==> config.mk <==
export PLATFORM = sky130hd
export DESIGN_NAME = game_sequencer
export DESIGN_NICKNAME = d
export VERILOG_FILES = /design/src/rtl/pacman_pkg.sv /design/src/rtl/score_accum.sv /design/src/rtl/game_sequencer.sv
export SDC_FILE = /design/constraint.sdc
export NUM_CORES = 1
export LEC_CHECK = 0
export BUFFER_PORTS_ARGS = -buffer_cell sky130_fd_sc_hd__buf_2
export CELL_PAD_IN_SITES_DETAIL_PLACEMENT = 0
export CELL_PAD_IN_SITES_GLOBAL_PLACEMENT = 1
export CORE_MARGIN = 5
export CORE_UTILIZATION = 45
export CTS_CLUSTER_SIZE = 20
export DETAILED_ROUTE_END_ITERATION = 10
export PLACE_DENSITY_LB_ADDON = 0.3
export SLEW_MARGIN = 20
export SYNTH_ARGS = -nofsm -noshare
export SYNTH_HDL_FRONTEND = slang
export SYNTH_SLANG_ARGS = --single-unit
==> constraint.sdc <==
create_clock -name clk -period 4 [get_ports clk]
set_input_delay 0.2 -clock clk [delete_from_list [all_inputs] [get_ports clk]]
set_output_delay 0.2 -clock clk [all_outputs]
set_load 0.005 [all_outputs]
==> src/rtl/pacman_pkg.sv <==
`default_nettype none
// ============================================================================
// Module      : pacman_pkg
// Description : Shared game-state encoding and timing constants for the
//               game sequencer and its score accumulator.
// Revision    : 1.0 - initial release
// ============================================================================
package pacman_pkg;

  // Encoded game state, exported on the sequencer's state port
  typedef enum logic [2:0] {
    ST_IDLE      = 3'd0,
    ST_INIT      = 3'd1,
    ST_READY     = 3'd2,
    ST_PLAY      = 3'd3,
    ST_DYING     = 3'd4,
    ST_CLEAR     = 3'd5,
    ST_GAME_OVER = 3'd6
  } game_state_t;

  // Frame pulses between maze-flash toggles while the level is cleared
  localparam int FLASH_PERIOD = 15;

  // Convert a 0..99 integer to two packed BCD digits
  function automatic logic [7:0] to_bcd8(input int unsigned v);
    return {4'(v / 10), 4'(v % 10)};
  endfunction

endpackage
`default_nettype wire

==> src/rtl/score_accum.sv <==
`default_nettype none
// ============================================================================
// Module      : score_accum
// Description : Saturating score adder. Adds POINTS to the current score.
//               With SCORE_BCD_EN defined the score is four packed BCD
//               digits saturating at 16'h9999; otherwise it is unsigned
//               binary saturating at 16'hFFFF.
// Revision    : 1.0 - initial release
// ============================================================================
module score_accum
  import pacman_pkg::*;
#(
  parameter int POINTS = 10
) (
  input  logic [15:0] score_i,
  output logic [15:0] sum_o
);

`ifdef SCORE_BCD_EN
  localparam logic [15:0] ADDEND = {8'h00, to_bcd8(POINTS)};

  logic [15:0] w_bcd_sum;
  logic [4:0]  w_carry;

  assign w_carry[0] = 1'b0;

  // Ripple decimal adder, one nibble per digit
  generate
    for (genvar gi = 0; gi < 4; gi++) begin : g_digit
      logic [4:0] w_raw;
      assign w_raw = {1'b0, score_i[4*gi +: 4]} + {1'b0, ADDEND[4*gi +: 4]}
                   + {4'b0000, w_carry[gi]};
      assign w_carry[gi+1]        = (w_raw > 5'd9);
      assign w_bcd_sum[4*gi +: 4] = (w_raw > 5'd9) ? 4'(w_raw - 5'd10) : w_raw[3:0];
    end
  endgenerate

  // A carry out of the top digit means the score passed 9999
  assign sum_o = w_carry[4] ? 16'h9999 : w_bcd_sum;
`else
  logic [16:0] w_raw;

  assign w_raw = {1'b0, score_i} + 17'(POINTS);
  // Clamp instead of wrapping past 16'hFFFF
  assign sum_o = w_raw[16] ? 16'hFFFF : w_raw[15:0];
`endif

endmodule
`default_nettype wire

==> src/rtl/game_sequencer.sv <==
`default_nettype none
// ============================================================================
// Module      : game_sequencer
// Description : Top-level game flow controller: start detection, level
//               ready/death/clear timing, lives, level and score keeping.
//               Optional macro SCORE_BCD_EN selects a BCD score.
// Revision    : 1.0 - initial release
// ============================================================================
module game_sequencer
  import pacman_pkg::*;
#(
  parameter int READY_FRAMES  = 120,
  parameter int DEATH_FRAMES  = 90,
  parameter int CLEAR_FRAMES  = 120,
  parameter int START_LIVES   = 3,
  parameter int PELLET_POINTS = 10
) (
  input  logic        clk,
  input  logic        reset,
  input  logic        frame_clk,
  input  logic        start_btn,
  input  logic        pellet_collected,
  input  logic        all_pellets_cleared,
  input  logic        pacman_hit,
  output logic        pellet_reset,
  output logic        entity_reset,
  output logic        play_en,
  output logic [2:0]  state,
  output logic [15:0] score,
  output logic [1:0]  lives,
  output logic [3:0]  level,
  output logic        flash
);

  localparam logic [7:0] READY_LIM  = 8'(READY_FRAMES);
  localparam logic [7:0] DEATH_LIM  = 8'(DEATH_FRAMES);
  localparam logic [7:0] CLEAR_LIM  = 8'(CLEAR_FRAMES);
  localparam logic [1:0] LIVES_INIT = 2'(START_LIVES);
  localparam logic [3:0] FLASH_LAST = 4'(FLASH_PERIOD - 1);

  game_state_t state_q;
  logic [7:0]  timer_q;
  logic [3:0]  flash_cnt_q;
  logic        start_q;
  logic [15:0] score_q;
  logic [1:0]  lives_q;
  logic [3:0]  level_q;
  logic        play_en_q;
  logic        flash_q;
  logic        pellet_reset_q;
  logic        entity_reset_q;

  logic [7:0]  timer_d;
  logic [15:0] score_d;
  logic        start_edge;

  assign timer_d    = timer_q + 8'd1;
  assign start_edge = start_btn & ~start_q;

  score_accum #(
    .POINTS (PELLET_POINTS)
  ) u_score_accum (
    .score_i (score_q),
    .sum_o   (score_d)
  );

  // Game flow state machine; every output is registered here
  always_ff @(posedge clk) begin
    if (reset) begin
      state_q        <= ST_IDLE;
      timer_q        <= 8'd0;
      flash_cnt_q    <= 4'd0;
      start_q        <= 1'b0;
      score_q        <= 16'd0;
      lives_q        <= 2'd0;
      level_q        <= 4'd0;
      play_en_q      <= 1'b0;
      flash_q        <= 1'b0;
      pellet_reset_q <= 1'b0;
      entity_reset_q <= 1'b0;
    end else begin
      start_q        <= start_btn;
      // Reset pulses last one cycle unless re-armed below
      pellet_reset_q <= 1'b0;
      entity_reset_q <= 1'b0;
      case (state_q)
        ST_IDLE, ST_GAME_OVER: begin
          if (start_edge) begin
            score_q        <= 16'd0;
            lives_q        <= LIVES_INIT;
            level_q        <= 4'd1;
            pellet_reset_q <= 1'b1;
            entity_reset_q <= 1'b1;
            state_q        <= ST_INIT;
          end
        end
        ST_INIT: begin
          timer_q <= 8'd0;
          state_q <= ST_READY;
        end
        ST_READY: begin
          if (frame_clk) begin
            if (timer_d == READY_LIM) begin
              timer_q   <= 8'd0;
              play_en_q <= 1'b1;
              state_q   <= ST_PLAY;
            end else begin
              timer_q <= timer_d;
            end
          end
        end
        ST_PLAY: begin
          // Clearing the maze outranks a same-cycle collision
          if (all_pellets_cleared) begin
            score_q     <= score_d;
            play_en_q   <= 1'b0;
            timer_q     <= 8'd0;
            flash_cnt_q <= 4'd0;
            flash_q     <= 1'b0;
            state_q     <= ST_CLEAR;
          end else if (pacman_hit) begin
            play_en_q <= 1'b0;
            timer_q   <= 8'd0;
            state_q   <= ST_DYING;
          end else if (frame_clk && pellet_collected) begin
            score_q <= score_d;
          end
        end
        ST_DYING: begin
          if (frame_clk) begin
            if (timer_d == DEATH_LIM) begin
              timer_q <= 8'd0;
              if (lives_q == 2'd1) begin
                lives_q <= 2'd0;
                state_q <= ST_GAME_OVER;
              end else begin
                // Respawn only; the pellet field is kept as-is
                lives_q        <= lives_q - 2'd1;
                entity_reset_q <= 1'b1;
                state_q        <= ST_READY;
              end
            end else begin
              timer_q <= timer_d;
            end
          end
        end
        ST_CLEAR: begin
          if (frame_clk) begin
            if (timer_d == CLEAR_LIM) begin
              timer_q        <= 8'd0;
              flash_cnt_q    <= 4'd0;
              flash_q        <= 1'b0;
              level_q        <= (level_q == 4'hF) ? 4'hF : level_q + 4'd1;
              pellet_reset_q <= 1'b1;
              entity_reset_q <= 1'b1;
              state_q        <= ST_INIT;
            end else begin
              timer_q <= timer_d;
              if (flash_cnt_q == FLASH_LAST) begin
                flash_cnt_q <= 4'd0;
                flash_q     <= ~flash_q;
              end else begin
                flash_cnt_q <= flash_cnt_q + 4'd1;
              end
            end
          end
        end
        default: state_q <= ST_IDLE;
      endcase
    end
  end

  assign state        = state_q;
  assign score        = score_q;
  assign lives        = lives_q;
  assign level        = level_q;
  assign play_en      = play_en_q;
  assign flash        = flash_q;
  assign pellet_reset = pellet_reset_q;
  assign entity_reset = entity_reset_q;

endmodule
`default_nettype wire

==> metrics.yaml, run 1 <==
drt_iter0_drc: 111
cts_tree: "yes"
synth-xor-area-share: 0.00700
syn_nets: 345
grt_pass1_vias: 2219
clockBufferDepth: 2
ir_drop_uv: 237
gp_congestion: 0.827
avgSynthCellArea_sq_um: 7.58
dp_hpwl_mm: 4.41
area_growth_pct: 12.4
grt_pass1_wl_mm: 10.5
clock_skew_ps: 5.18
core_sq_mm: 0.00544
layout_commonest_cell: "dfxtp_1"
crit_top_cell: "nor2_1"
cts_repair_resize_count: 0
grt_overflow: 0
synth_cell_types: 53
rsz0062_at_grt: "false"
route.vias.total: 2516
hold_slack_ps: 133
start_util: 0.460
synth_area_sq_mm: 0.00250
holdBufCountCts: 0
drive_above_1_share: 0.158
min_period_ps: 2550
crit_required_ps: 4190
post-cts-setup-buffers: 0
root_buffer: "clkbuf_8"
drc_errors: 0
first_pass_iters: 5
place_ws_ps: 1430
dr_wl_met2_mm: 2.82
worst_setup_path_start_kind: "flop"
finalMaxSlewViolations: 0
max_stage_delay_ps: 760
die_x_um: 84.6
met1_length_mm: 2.95
met3_length_um: 349
cp-end-kind: "flop"
numClockSinks: 42
leakage_nw: 1.11
synth_flop_cell: "dfxtp_1"
synth-compound-area-share: 0.266
ctsHtreeMaxLevel: 2
cts_buffers: 5
ys_warn_count: 0
port_buffers: 35
fin_nets: 374
ys_seq_area_frac: 0.336
synthAdderAreaFrac: 0.0440
arrival_ps: 2740
crit_chain: "nor2b_1 -> nand2_1 -> or2_2 -> nor2_1 -> nand4_1 -> mux2i_1 -> nor2_1"
min_period_over_period: 0.638
drt_wl_total_mm: 6.17
fp-row-count: 27
critPathMaxFanout: 23
powerDensity_mw_per_mm2: 393
hold_viol_final: 0
synth-simple-area-share: 0.296
io_pins: 36
async_flop_share: 0
hold_path.class: "in -> reg"
diodes: 0
antenna_found_initial: 0
die_area_sq_mm: 0.00715
worstMarginPinSlew_ps: 704
setup_viol: 0
synth_edf_count: 0
ant_nets: 0
tns_ps: 0
grt_usage: 0.176
grt_start_max_net_pins: 36
final_cell_mix: "42 x dfxtp_1, 40 x nor2_1, 35 x buf_2, 29 x nand2_1, 29 x a21oi_1"
muxShareOfSynthArea: 0.00800
worst_slack_ps: 1450
wl_per_cell_um: 14.3
synth_cells: 330
cts.clk_slew.worst_paths_ps: 80
synth_top_family_by_area: "simple AND/OR/NAND/NOR gates"
highest-signal-layer: "met4"
slew_headroom: 0.531
fmax_mhz: 392
crit_slowest_cell: "dfxtp_1"
status: "complete, no violations"
path_class: "reg -> reg"
maxCapViolCount: 0
viasPerCell: 5.82
ys_seq_elements: 42
min_path_cells: 2
die_y_um: 84.6
ff2ff_path_depth: 7
clk_latency_ps: 290
-- sequential cells by signal, summed over array words and instances (netlist names), 2 cells and up --
signal	count
flash_cnt_q	4
score	16
level	4
state	3
timer_q	8
lives	2
-- synth_stat cells (3+ instances only) --
cell / n / area share
dfxtp_1: 42 / 0.34
nor2_1: 40 / 0.060
a21oi_1: 29 / 0.058
nand2_1: 29 / 0.043
o21ai_0: 24 / 0.048
nor3_1: 19 / 0.038
clkbuf_1: 13 / 0.020
inv_1: 11 / 0.017
nand3_1: 11 / 0.022
a31oi_1: 10 / 0.025
ha_1: 8 / 0.040
a211oi_1: 7 / 0.021
nor2b_1: 7 / 0.017
and3_1: 6 / 0.015
a21o_1: 5 / 0.015
nand2b_1: 5 / 0.013
nand4_1: 5 / 0.013
o21ai_1: 5 / 0.010
a311oi_1: 4 / 0.014
a2bb2oi_1: 3 / 0.011
and2_1: 3 / 0.0075
or3_1: 3 / 0.0075
-- critical path, delay by kind of cell, from the launching register on --
| family | cells | cell delay (ps) |
|---|---|---|
| flip-flops | 1 | 760 |
| AND/OR/NAND/NOR | 6 | 1500 |
| multiplexers | 1 | 180 |
-- cell type report --
class | count | area, sq um
Clock buffer | 7 | 86.3
Inverter | 11 | 41.3
Fill cell | 561 | 2630
Clock inverter | 1 | 5.00
Multi-Input combinational cell | 261 | 1550
Tap cell | 72 | 90.1
Timing Repair Buffer | 38 | 198
Sequential cell | 42 | 841
-- where the power goes --
group / internal (mW) / switching (mW) / leakage (nW)
Clock: 0.139 / 0.146 / 0.0482
Combinational: 0.128 / 0.187 / 0.721
Sequential: 0.444 / 0.0593 / 0.340
-- worst paths after layout --
path              startpoint  slack [ps]         to
setup / recovery    state[0]        1450  score[14]
hold / removal     start_btn         130    start_q
setup reg to reg    state[0]        1450  score[14]
hold reg to reg     score[0]         490   score[0]
-- per-layer routing --
layer,global-route usage,vias up
li1,-,1262
met1,0.236,1185
met3,0.0393,5
met4,0.0460,0
met5,0,-
met2,0.286,64
-- stage by stage --
stage,instance area [sq um],std cells,total power [mW],utilization
3_3_place_gp,2720,424,0.833,0.500
4_1_cts,2810,432,1.12,0.517
3_5_place_dp,2720,424,0.828,0.500
2_1_floorplan,2500,330,0.732,-
5_1_grt,2810,432,1.18,0.517
6_report,2810,432,1.10,0.517
-- cell families (layout without fill, tap and decap cells) --
kind of cell,after synthesis,after routing
AO/OA/AOI/OAI,104,104
XOR/XNOR,2,2
adder cells (fa/ha/maj),9,9
buffers and inverters,27,57
flip-flops,42,42
multiplexers,2,2
AND/OR/NAND/NOR,144,144
(Power assumes the default switching activity.)
==> run 2, diff against run 1 <==
ABC_AREA = 1   (was default)
CORE_UTILIZATION = 40   (was 45)
clock period = 2.6 ns   (was 4 ns; I/O delays follow)
==> metrics.yaml, run 2 <==
hold_path.class: "in -> reg"
cts_tree: "yes"
die_y_um: 89.6  # +6.0%
ys_warn_count: 0  # unchanged
drt_iter0_drc: 117  # +5.4%
synth_cells: 379  # +15%
start_util: 0.406  # -0.0539
synth_flop_cell: "dfxtp_1"
leakage_nw: 1.26  # +13%
cp-startpoint: "timer_q[0]"
cts_buffers: 5  # unchanged
io_pins: 36  # unchanged
yosysTopAreaCellShare: 0.332  # -0.00431
die_x_um: 89.6  # +6.0%
fp-row-count: 29  # +7.4%
ys_seq_elements: 42  # unchanged
pwr-share-comb: 0.351  # +0.065
utilization: 0.462  # -0.0554
clk_latency_ps: 300  # about the same
post-cts-setup-buffers: 0  # unchanged
ys_seq_area_frac: 0.332  # -0.00431
ys_top_cells_by_count: "93 x nand2_1, 44 x inv_1, 42 x dfxtp_1, 38 x nor2_1, 35 x a21oi_1"
grt_overflow: 0  # unchanged
async_flop_share: 0  # unchanged
ir_drop_uv: 351  # +48%
clockBufferDepth: 2  # unchanged
numClockSinks: 42  # unchanged
port_buffers: 35  # unchanged
crit_required_ps: 2800  # -1390 ps
synth_edf_count: 0  # unchanged
grt_usage: 0.164  # -0.0125
final_cell_mix: "93 x nand2_1, 44 x inv_1, 42 x dfxtp_1, 38 x nor2_1"
status: "complete, no violations"
dpl_cell_area_sq_mm: 0.00277  # +1.7%
crit_end: "level[3]"
gp_congestion: 0.850  # +2.8%
synth_area_leader_cell: "dfxtp_1"
ant_nets: 0  # unchanged
clock_skew_ps: 5.23  # +0.0457 ps
place_ws_ps: 714  # -720 ps
ctsHtreeMaxLevel: 2  # unchanged
maxCapViolCount: 0  # unchanged
cp-end-kind: "flop"
power.internal_mw: 1.21  # +71%
fin_nets: 430  # +15%
slew_headroom: 0.649  # +0.118
drc_errors: 0  # unchanged
drive_above_1_share: 0.163  # +0.00513
antenna_found_initial: 0  # unchanged
hold_viol_final: 0  # unchanged
switching_share: 0.391  # +0.0358
holdBufCountCts: 0  # unchanged
grt_start_max_net_pins: 32  # -11%
worst_slack_ps: 721  # -726 ps
die_area_sq_mm: 0.00803  # +12%
synth_area_sq_mm: 0.00253  # +1.3%
first_pass_iters: 4  # -1
min_period_ps: 1880  # -674 ps
layout_commonest_cell: "nand2_1"
crit_top_cell: "nor2_4"
fmax_mhz: 532  # +36%
setup_viol: 0  # unchanged
synth_cell_types: 33  # -38%
drt_wl_total_mm: 6.15  # -0.42%
dp_hpwl_mm: 4.58  # +3.9%
worstMarginPinSlew_ps: 524  # -179 ps
tns_ps: 0  # unchanged
crit_slowest_cell: "dfxtp_1"
arrival_ps: 2070  # -670 ps
cts.clk_slew.worst_paths_ps: 90  # about the same
diodes: 0  # unchanged
r2r_end: "level[3]"
path_class: "reg -> reg"
seqPwrFrac: 0.382  # -0.074
route.vias.total: 2449  # -2.7%
timing.rr.start: "timer_q[0]"
cts_repair_resize_count: 0  # unchanged
rsz0062_at_grt: "false"
crit_chain: "ha_1 -> or2_1 -> nand2_1 -> nand3_1 -> nor2_2 -> nand2_4 -> nor2_4 -> nor2_4 -> o21ai_0 -> nor2_1"
finalMaxSlewViolations: 0  # unchanged
powerDensity_mw_per_mm2: 693  # +76%
critPathMaxFanout: 8  # -65%
ff2ff_path_depth: 10  # +3
grt_pass1_wl_mm: 10.5  # -0.12%
wl_per_cell_um: 12.5  # -13%
syn_nets: 394  # +14%
min_period_over_period: 0.723  # +0.0845
p_switching_uw: 781  # +99%
synth_area_leaders: "dfxtp_1 33%, nand2_1 14%, a21oi_1 6.9%"
share_clk_of_total_power: 0.267  # +0.008
final.fill_count: 672  # +20%
max_stage_delay_ps: 380  # -380 ps
worst_setup_path_start_kind: "flop"
final_area_sq_mm: 0.00288  # +2.4%
grt_pass1_vias: 2215  # -0.18%
viasPerCell: 4.97  # -15%
largest_reg_flops: 16  # unchanged
core_sq_mm: 0.00624  # +15%
finalPower_mw: 2.00  # +81%
ff2ff_setup_slack_ps: 720  # -730 ps
synth.most_common_cell: "nand2_1"
root_buffer: "clkbuf_8"
avgSynthCellArea_sq_um: 6.69  # -12%
area_growth_pct: 13.7
run 2: cell count changes after synthesis, moves of 7 or more:
cell,previous run,this run
nand2_1,29,93
clkbuf_1,13,3
a31oi_1,10,1
nor3_1,19,6
inv_1,11,44
nor2b_1,7,0
nand3_1,11,27
run 2: final cells by class:
class / count / area, sq um / share of cell area
Timing Repair Buffer: 36 / 183 / 0.0634
Clock buffer: 5 / 68.8 / 0.0239
Inverter: 48 / 180 / 0.0625
Clock inverter: 3 / 45.0 / 0.0156
Tap cell: 77 / 96.3 / 0.0334
Multi-Input combinational cell: 282 / 1470 / 0.509
Sequential cell: 42 / 841 / 0.292
run 2: how the worst min path moves through the flow:
stage / cells after the start / start / slack (ps) / to
final: 3 / start_btn / 50 / start_q
after global routing: 3 / start_btn / 50 / start_q
after CTS: 3 / start_btn / 40 / start_q
after detailed placement: 3 / start_btn / 370 / start_q
after global placement: 3 / start_btn / 360 / start_q
after floorplan: 2 / start_btn / 240 / start_q
run 2: critical path, delay by kind of cell (launching register included):
family | cells | cell delay [ps]
and+or+nand+nor | 8 | 980
AOI/OAI and AO/OA | 1 | 150
DFF | 1 | 380
adders and majority gates | 1 | 260
run 2: stage by stage:
stage | instances | hold slack [ps]
6_report | 493 | 52.3
3_5_place_dp | 485 | 371
4_1_cts | 493 | 38.8
2_1_floorplan | 379 | 237
5_1_grt | 493 | 53.0
3_3_place_gp | 485 | 364
run 2: kinds of logic (layout without fill, tap and decap cells):
group	count (synthesis)	after routing	synth area share
simple gates	197	197	0.364
compound gates	67	67	0.141
flops	42	42	0.332
xor+xnor	10	10	0.0345
fa+ha+maj	8	8	0.0395
buf+inv	55	92	0.0893
run 2: layer usage:
| metal | global-route usage | wire [um] | vias to the layer above |
|---|---|---|---|
| met4 | 0.0447 | 65 | 0 |
| met5 | 0 | 0 | - |
| met2 | 0.243 | 2640 | 33 |
| met1 | 0.242 | 3250 | 1106 |
| met3 | 0.0301 | 196 | 6 |
| li1 | - | - | 1304 |
run 2: power by group through the flow:
stage	sequential [mW]	clock, mW	combinational, mW
after floorplan	0.775	0	0.510
after global placement	0.776	0	0.702
after detailed placement	0.778	0	0.701
final	0.763	0.533	0.700
after global routing	0.775	0.583	0.797
after CTS	0.763	0.554	0.704
